==> src/rtl/adder_result_presenter.sv <==
// Presents one adder result (sum, then carry vector + carry-out) on the board LEDs,
// paged by a debounced pushbutton. Define AUTO_ADV_EN to also advance pages on a dwell timer.
module adder_result_presenter #(
  parameter int SUM_W           = 8,
  parameter int CARRY_W         = 6,
  parameter int DEBOUNCE_CYCLES = 16,
  parameter int AUTO_CYCLES     = 1000000
) (
  input  logic               clk,
  input  logic               rst_n,
  input  logic               in_valid,
  output logic               in_ready,
  input  logic [SUM_W-1:0]   in_sum,
  input  logic [CARRY_W-1:0] in_carry,
  input  logic               in_cout,
  input  logic               pb_next,
  output logic [SUM_W-1:0]   led,
  output logic [1:0]         phase,
  output logic               busy
);

  if (CARRY_W > SUM_W - 1 || DEBOUNCE_CYCLES < 1 || AUTO_CYCLES < 1) begin : g_bad_params
    $error("adder_result_presenter: illegal parameter combination");
  end

  typedef enum logic [1:0] {
    PH_IDLE    = 2'b00,
    PH_SUM     = 2'b01,
    PH_CARRY   = 2'b10,
    PH_ILLEGAL = 2'b11
  } phase_t;

  localparam int DB_W = $clog2(DEBOUNCE_CYCLES + 1);

  // ---------------------------------------------------------------- button path
  logic            sync1, sync2, deb, press;
  logic [DB_W-1:0] db_cnt;

  always_ff @(posedge clk or negedge rst_n) begin
    if (!rst_n) begin
      sync1  <= 1'b0;
      sync2  <= 1'b0;
      deb    <= 1'b0;
      press  <= 1'b0;
      db_cnt <= '0;
    end else begin
      // NOTE: non-blocking assignments keep every flop sampling pre-edge values, so the
      // synchroniser really is two stages regardless of statement order.
      sync1 <= pb_next;
      sync2 <= sync1;
      press <= 1'b0;
      if (sync2 == deb) begin
        db_cnt <= '0;
      end else if (db_cnt == DB_W'(DEBOUNCE_CYCLES - 1)) begin
        deb    <= sync2;
        db_cnt <= '0;
        press  <= sync2;
      end else begin
        db_cnt <= db_cnt + 1'b1;
      end
    end
  end

  // ---------------------------------------------------------------- page FSM
  phase_t             state_q, state_d;
  logic [SUM_W-1:0]   sum_q, led_q, led_d;
  logic [CARRY_W-1:0] carry_q;
  logic               cout_q;
  logic               xfer, advance;

  assign in_ready = (state_q == PH_IDLE);
  assign xfer     = in_valid & in_ready;

`ifdef AUTO_ADV_EN
  localparam int DW_W = (AUTO_CYCLES > 1) ? $clog2(AUTO_CYCLES) : 1;
  logic [DW_W-1:0] dwell_q;

  assign advance = press | (dwell_q == DW_W'(AUTO_CYCLES - 1));

  // Any page change (including a real press) restarts the dwell; IDLE pins it at zero.
  always_ff @(posedge clk or negedge rst_n) begin
    if (!rst_n) begin
      dwell_q <= '0;
    end else if (state_d != state_q || state_q == PH_IDLE) begin
      dwell_q <= '0;
    end else begin
      dwell_q <= dwell_q + 1'b1;
    end
  end
`else
  assign advance = press;
`endif

  always_comb begin
    // NOTE: every always_comb output gets a default first so no path can infer a latch.
    state_d = state_q;
    led_d   = '0;
    case (state_q)
      PH_IDLE:  if (xfer)    state_d = PH_SUM;
      PH_SUM:   if (advance) state_d = PH_CARRY;
      PH_CARRY: if (advance) state_d = PH_IDLE;
      default:               state_d = PH_IDLE;
    endcase
    // LEDs are computed for the page being entered so they update with the phase.
    case (state_d)
      PH_SUM:   led_d = xfer ? in_sum : sum_q;
      PH_CARRY: begin
        led_d[CARRY_W-1:0] = carry_q;
        led_d[CARRY_W]     = cout_q;
      end
      default:  led_d = '0;
    endcase
  end

  always_ff @(posedge clk or negedge rst_n) begin
    if (!rst_n) begin
      state_q <= PH_IDLE;
      led_q   <= '0;
      // NOTE: the result holding register is reset too; it is a few flops, not a RAM,
      // and a defined value keeps the CARRY page deterministic after reset.
      sum_q   <= '0;
      carry_q <= '0;
      cout_q  <= 1'b0;
    end else begin
      state_q <= state_d;
      led_q   <= led_d;
      if (xfer) begin
        sum_q   <= in_sum;
        carry_q <= in_carry;
        cout_q  <= in_cout;
      end
    end
  end

  assign led   = led_q;
  assign phase = state_q;
  assign busy  = (state_q != PH_IDLE);

endmodule
==> config.mk <==
export PLATFORM = sky130hd
export DESIGN_NAME = adder_result_presenter
export DESIGN_NICKNAME = d
export VERILOG_FILES = /design/src/rtl/adder_result_presenter.sv
export SDC_FILE = /design/constraint.sdc
export NUM_CORES = 1
export LEC_CHECK = 0
export CAP_MARGIN = 25
export CORE_MARGIN = 8
export CORE_UTILIZATION = 35
export DETAILED_ROUTE_END_ITERATION = 16
export REMOVE_ABC_BUFFERS = 1
export SLEW_MARGIN = 20
export SYNTH_ARGS = -nofsm -noshare
export SYNTH_HDL_FRONTEND = slang
export SYNTH_SLANG_ARGS = --single-unit
export TNS_END_PERCENT = 50
==> constraint.sdc <==
create_clock -name clk -period 2.5 [get_ports clk]
set_clock_uncertainty 0.1 [all_clocks]
set_input_delay 0.5 -clock clk [delete_from_list [all_inputs] [get_ports clk]]
set_output_delay 0.5 -clock clk [all_outputs]
set_load 0.01 [all_outputs]
* After elaboration in Yosys (flattened, before gate mapping)
Index checks and enable logic that the tools add are counted.
** Cells by class
- Add/subtract/negate cells :: 1
- Equal/unequal tests :: 6
- Muxes and demuxes :: 11
- Bitwise logic cells :: 2
- Reduce and logical (&&, ||, !) cells :: 3
** Operator list (number)
- case mux 7 bit (2 select lines) :: 1
- 2-to-1 mux 5 bit :: 2
- 2-to-1 mux 8 bit :: 1
- 2-to-1 mux 2 bit :: 3
- case mux 2 bit (3 select lines) :: 1
- adder 5 x 1 -> 5 bit, second input constant :: 1
- equality test 5 x 4 -> 1 bit, second input constant :: 1
- equality test 2 x 1 -> 1 bit, second input constant :: 2
- equality test 2 bit, second input constant :: 2
- 2-to-1 mux 1 bit :: 3
- zero test 2 bit :: 1
- AND reduction 2 bit :: 1
- nonzero test 2 bit :: 1
- AND 1 bit :: 1
- equality test 1 bit :: 1
- inverter 1 bit :: 1
** Word-level totals
- Register bits after elaboration :: 34
- Output and inout port bits :: 12
- Word-level logic and storage cells :: 33

* Depth between registers and ports, before layout
- Depth in word-level cells :: 6
- Depth in mapped cells :: 7

* Worst setup path after synthesis
No wires, ideal clock.
- Path type :: flip-flop to flip-flop
- Start point :: register state_q[0] (netlist: phase[0])
- End point :: register led_q[3] (netlist: led[3])
- Setup time :: 66 ps
- Data arrival time :: 1678 ps
- Setup slack :: 657 ps
- Cell stages (with the launch flop) :: 8
- Cells stage by stage :: dfrtp_1 nor2_1 a211oi_1 inv_1 ha_1 nor2b_1 clkbuf_1 a32o_2
** Between the ends
- Longest elaborated chain between the ends :: 6
** Ends and longest elaborated chain
- start: declaration :: RTL line 65 : phase_t state_q, state_d;
- start signal: assignment :: RTL line 125 : state_q <= state_d;
- zero test 2 bit :: RTL line 71, 98
- AND 1 bit :: RTL line 72 : assign xfer = in_valid & in_ready;
- 2-to-1 mux 2 bit :: RTL line 99 : PH_IDLE: if (xfer) state_d = PH_SUM;
- case mux 2 bit (3 select lines) * :: RTL line 98 : case (state_q)
- net state_d[0] :: RTL line 65
- equality test 2 bit / equality test 2 x 1 -> 1 bit (equally long branches) :: RTL line 105 : case (state_d)
- case mux 7 bit (2 select lines) * :: RTL line 105
- net led_d[3] :: RTL line 66 : logic [SUM_W-1:0] sum_q, led_q, led_d;
- end signal: assignment :: RTL line 126 : led_q <= led_d;
- end: declaration :: RTL line 66
The timed path passes the listed nets; every way through them passes the cells marked *.
A chain may end at the register's enable or synchronous reset.

* Final worst setup path
- Start point :: input in_valid
- End point :: register led_q[6] (netlist: led[6])
** Between the ends
- Longest elaborated chain between the ends :: 5
** Ends and longest elaborated chain
- start: declaration :: RTL line 11 : input logic in_valid,
- AND 1 bit * :: RTL line 72
- 2-to-1 mux 2 bit * :: RTL line 99
- case mux 2 bit (3 select lines) * :: RTL line 98
- net state_d[0] :: RTL line 65
- equality test 2 bit / equality test 2 x 1 -> 1 bit (equally long branches) :: RTL line 105
- case mux 7 bit (2 select lines) * :: RTL line 105
- net led_d[6] :: RTL line 66
Marks and branches as above.

==> metrics.md <==
| Metric | Value |
|---|---|
| FF-to-FF Start | phase[0] |
| PD cells | 742 mW/mm² |
| # fillers | 331 |
| Starting Density | 36.7% |
| Critical path data required time | 2610 ps |
| Pin count of the biggest net entering global routing | 35 |
| Seq/Total Area, Yosys | 62.9% |
| MaxCap Viol Count | 0 |
| DRC viols | 0 |
| Reg2reg end | led[6] |
| Share of layout cells above drive strength 1 | 23.8% |
| DPL Wire Length | 1.82 mm |
| Post-place setup slack | -79.8 ps |
| Ports | 31 |
| Slew @ Worst Pin | 510 ps |
| Compound-cell area share of the yosys netlist | 7.22% |
| Worst min-delay path class | flop to flop |
| Main combinational cell family by area after synthesis | multiplexers |
| Final worst slack | 230 ps |
| Setup bufs post-CTS | 0 |
| Initial antenna violation count | 0 |
| CP arrival | 2380 ps |
| Iteration-0 DRC Markers | 44 |
| Hold Path Sink | sync2 |
| Total number of vias | 831 |
| Max_slew headroom | 66.0% |
| DRT antenna net count | 0 |
| Synth Instances | 93 |
| Xor and xnor area share after synthesis | 1.30% |
| Seq pwr share | 44.9% |
| CTS sink count | 34 |
| Worst-skew pair later-pin latency | 290 ps |
| IO buf count | 30 |
| Final cell count without fillers | 178 |
| Die Ht | 78.2 µm |
| Ant diodes | 0 |
| Critical Path Sink Type | flop |
| DRT Pass-1 Iters | 5 |
| Worst r2r path cells | 6 |
| Post-layout util | 50.4% |
| Vias/cell | 4.67 |
| Max Clock Freq | 0.441 GHz |
| Cell taking the most area after synthesis | dfrtp_1 |
| Yosys cell types | 25 |
| Crit-path max FO | 7 |
| Synthesized area per cell | 14.5 µm² |
| Overall routed net length | 2.52 mm |
| Root Buffer | clkbuf_8 |
| # nets final | 151 |
| Placed cells | 170 |
| Tot GR Track Use | 9.04% |
| Register-to-register setup slack | 430 ps |
| Multiplexer share of the synthesized area | 15.0% |
| Comb pwr share | 10.2% |
| TritonCTS Buffers | 5 |
| Layout area overhead | 37.6% |
| Setup CP Type | primary input to flop |
| Drt wl/cell | 14.1 µm |
| TNS Setup | 0 ps |
| Internal power | 1.12 mW |
| Vias in the first global route | 926 |
| Setup crit start kind | primary input |
| Net Switching | 0.262 mW |
| Worst VDD drop | 0.000330 V |
| Leak pwr | 0.815 nW |
| Clock power frac | 44.8% |
| DIE AREA | 0.00611 mm² |
| Cell area after synthesis | 0.00135 mm² |
| RSZ-0062 raised after global routing | false |
| First-pass GRT wire length | 4.35 mm |
| Hold path cells | 0 |
| Post-cts sizing count | 0 |
| Synthesized flop and latch total | 34 |
| Placeable Area | 0.00369 mm² |
| Yosys top cell area share | 62.9% |
| Sw frac | 19.0% |
| GPL Wtd Cong | 0.702 |
| Die X | 78.2 µm |
| Final Hold Vio Count | 0 |
| Largest cells by area after synthesis | dfrtp_1 (63%), mux2_2 (12%), a32o_1 (3.7%), mux2_4 (3.3%), ha_1 (2.8%) |
| Final min period | 2270 ps |
| Ys Warns | 0 |
| Clock tree buffer depth | 2 |
| Adder-Cell Fraction of Synth Area | 2.78% |
| Total gr overflow | 0 |
| Row Count | 22 |
| CTS tree | built |
| Pins over their slew limit | 0 |
| Worst Hold Launch | sync1 |
| H-tree lvl count | 2 |
| Run status | completed |
| Simple-gate share of the synthesized area | 8.33% |
| Fin crit share | 90.8% |
| Setup violators final | 0 |
| Hold-fix buffers at CTS | 0 |
| Clock transition at path regs | 60 ps |
==> registers in the layout (all words and copies together) (netlist names) <==
register,flops
led,8
sum_q,8
carry_q,6
db_cnt,5
phase,2
advance,1
cout_q,1
deb,1
sync1,1
sync2,1
==> cell usage in the layout, fill, tap and decap left out, types with 2 or more instances in the layout <==
master           instances
a32o_2                   2
mux2_4                   3
nor2_1                   5
clkdlybuf4s50_1         30
nand3_1                  3
bufinv_16                2
clkbuf_8                 6
ha_1                     3
a32o_1                   5
dfrtp_1                 34
nor2b_1                  2
inv_1                    3
mux2_2                  14
nand2_1                  4
xnor2_1                  2
==> Yosys cell counts, drive strengths merged <==
library cell / n
a211oi: 1
a21oi: 1
a32o: 7
and2: 1
buf: 2
clkbuf: 1
dfrtp: 34
ha: 3
inv: 3
mux2: 17
nand2: 4
nand2b: 1
nand3: 3
nor2: 5
nor2b: 2
nor3: 1
nor3b: 1
nor4b: 1
o21a: 1
o21ai: 1
or2: 1
xnor2: 2
==> layer usage <==
metal / track usage, % / vias up / part of all wire, %
li1: - / 403 / -
met1: 10.4 / 402 / 43
met2: 13.8 / 22 / 49
met3: 3.64 / 4 / 6.3
met4: 5.56 / 0 / 1.8
met5: 0 / - / 0
==> power by group through the flow <==
stage / combinational (mW) / sequential, mW / clock (mW)
floorplan: 0.0564 / 0.633 / 0
finish: 0.142 / 0.621 / 0.619
global route: 0.155 / 0.626 / 0.659
detailed placement: 0.145 / 0.631 / 0
CTS: 0.146 / 0.621 / 0.632
global placement: 0.141 / 0.630 / 0
==> metrics by stage <==
stage               cell area, µm²  power (mW)  hold slack (ps)
global placement              1720       0.771              234
floorplan                     1330       0.690              104
global route                  1860        1.44              261
CTS                           1860        1.40              250
finish                        1860        1.38              249
detailed placement            1720       0.776              236
==> layout make-up <==
type | count | area (µm²) | share of cell area (%)
clock buffers | 6 | 82.6 | 4.44
repair buffers | 32 | 328 | 17.6
well taps | 48 | 60.1 | 3.23
clock inverters | 2 | 60.1 | 3.23
flip-flops and latches | 34 | 851 | 45.7
inverters | 3 | 11.3 | 0.605
multi-input cells | 53 | 468 | 25.2
==> worst max path at each step <==
stage          startpoint      to  slack (ps)
2_1_floorplan    phase[1]  led[0]         590
3_3_place_gp     in_valid  led[3]         -30
3_5_place_dp     in_valid  led[6]         -80
4_1_cts          in_valid  led[4]         210
5_1_grt          in_valid  led[1]          40
6_report         in_valid  led[6]         230
==> critical path, stage by stage <==
cell             delay, ps
clkdlybuf4s50_1        480
nor2_1                  50
a211oi_1               340
inv_1                   80
ha_1                   310
nor2b_1                420
a32o_1                 200
==> logic make-up after synthesis <==
logic type,after synthesis
muxes,17
DFF,34
buffers and inverters,6
and+or+nand+nor,20
adders and majority gates,3
AOI/OAI and AO/OA,11
xor gates and xnor gates,2
Note: power is estimated with default switching activity, not from simulation.
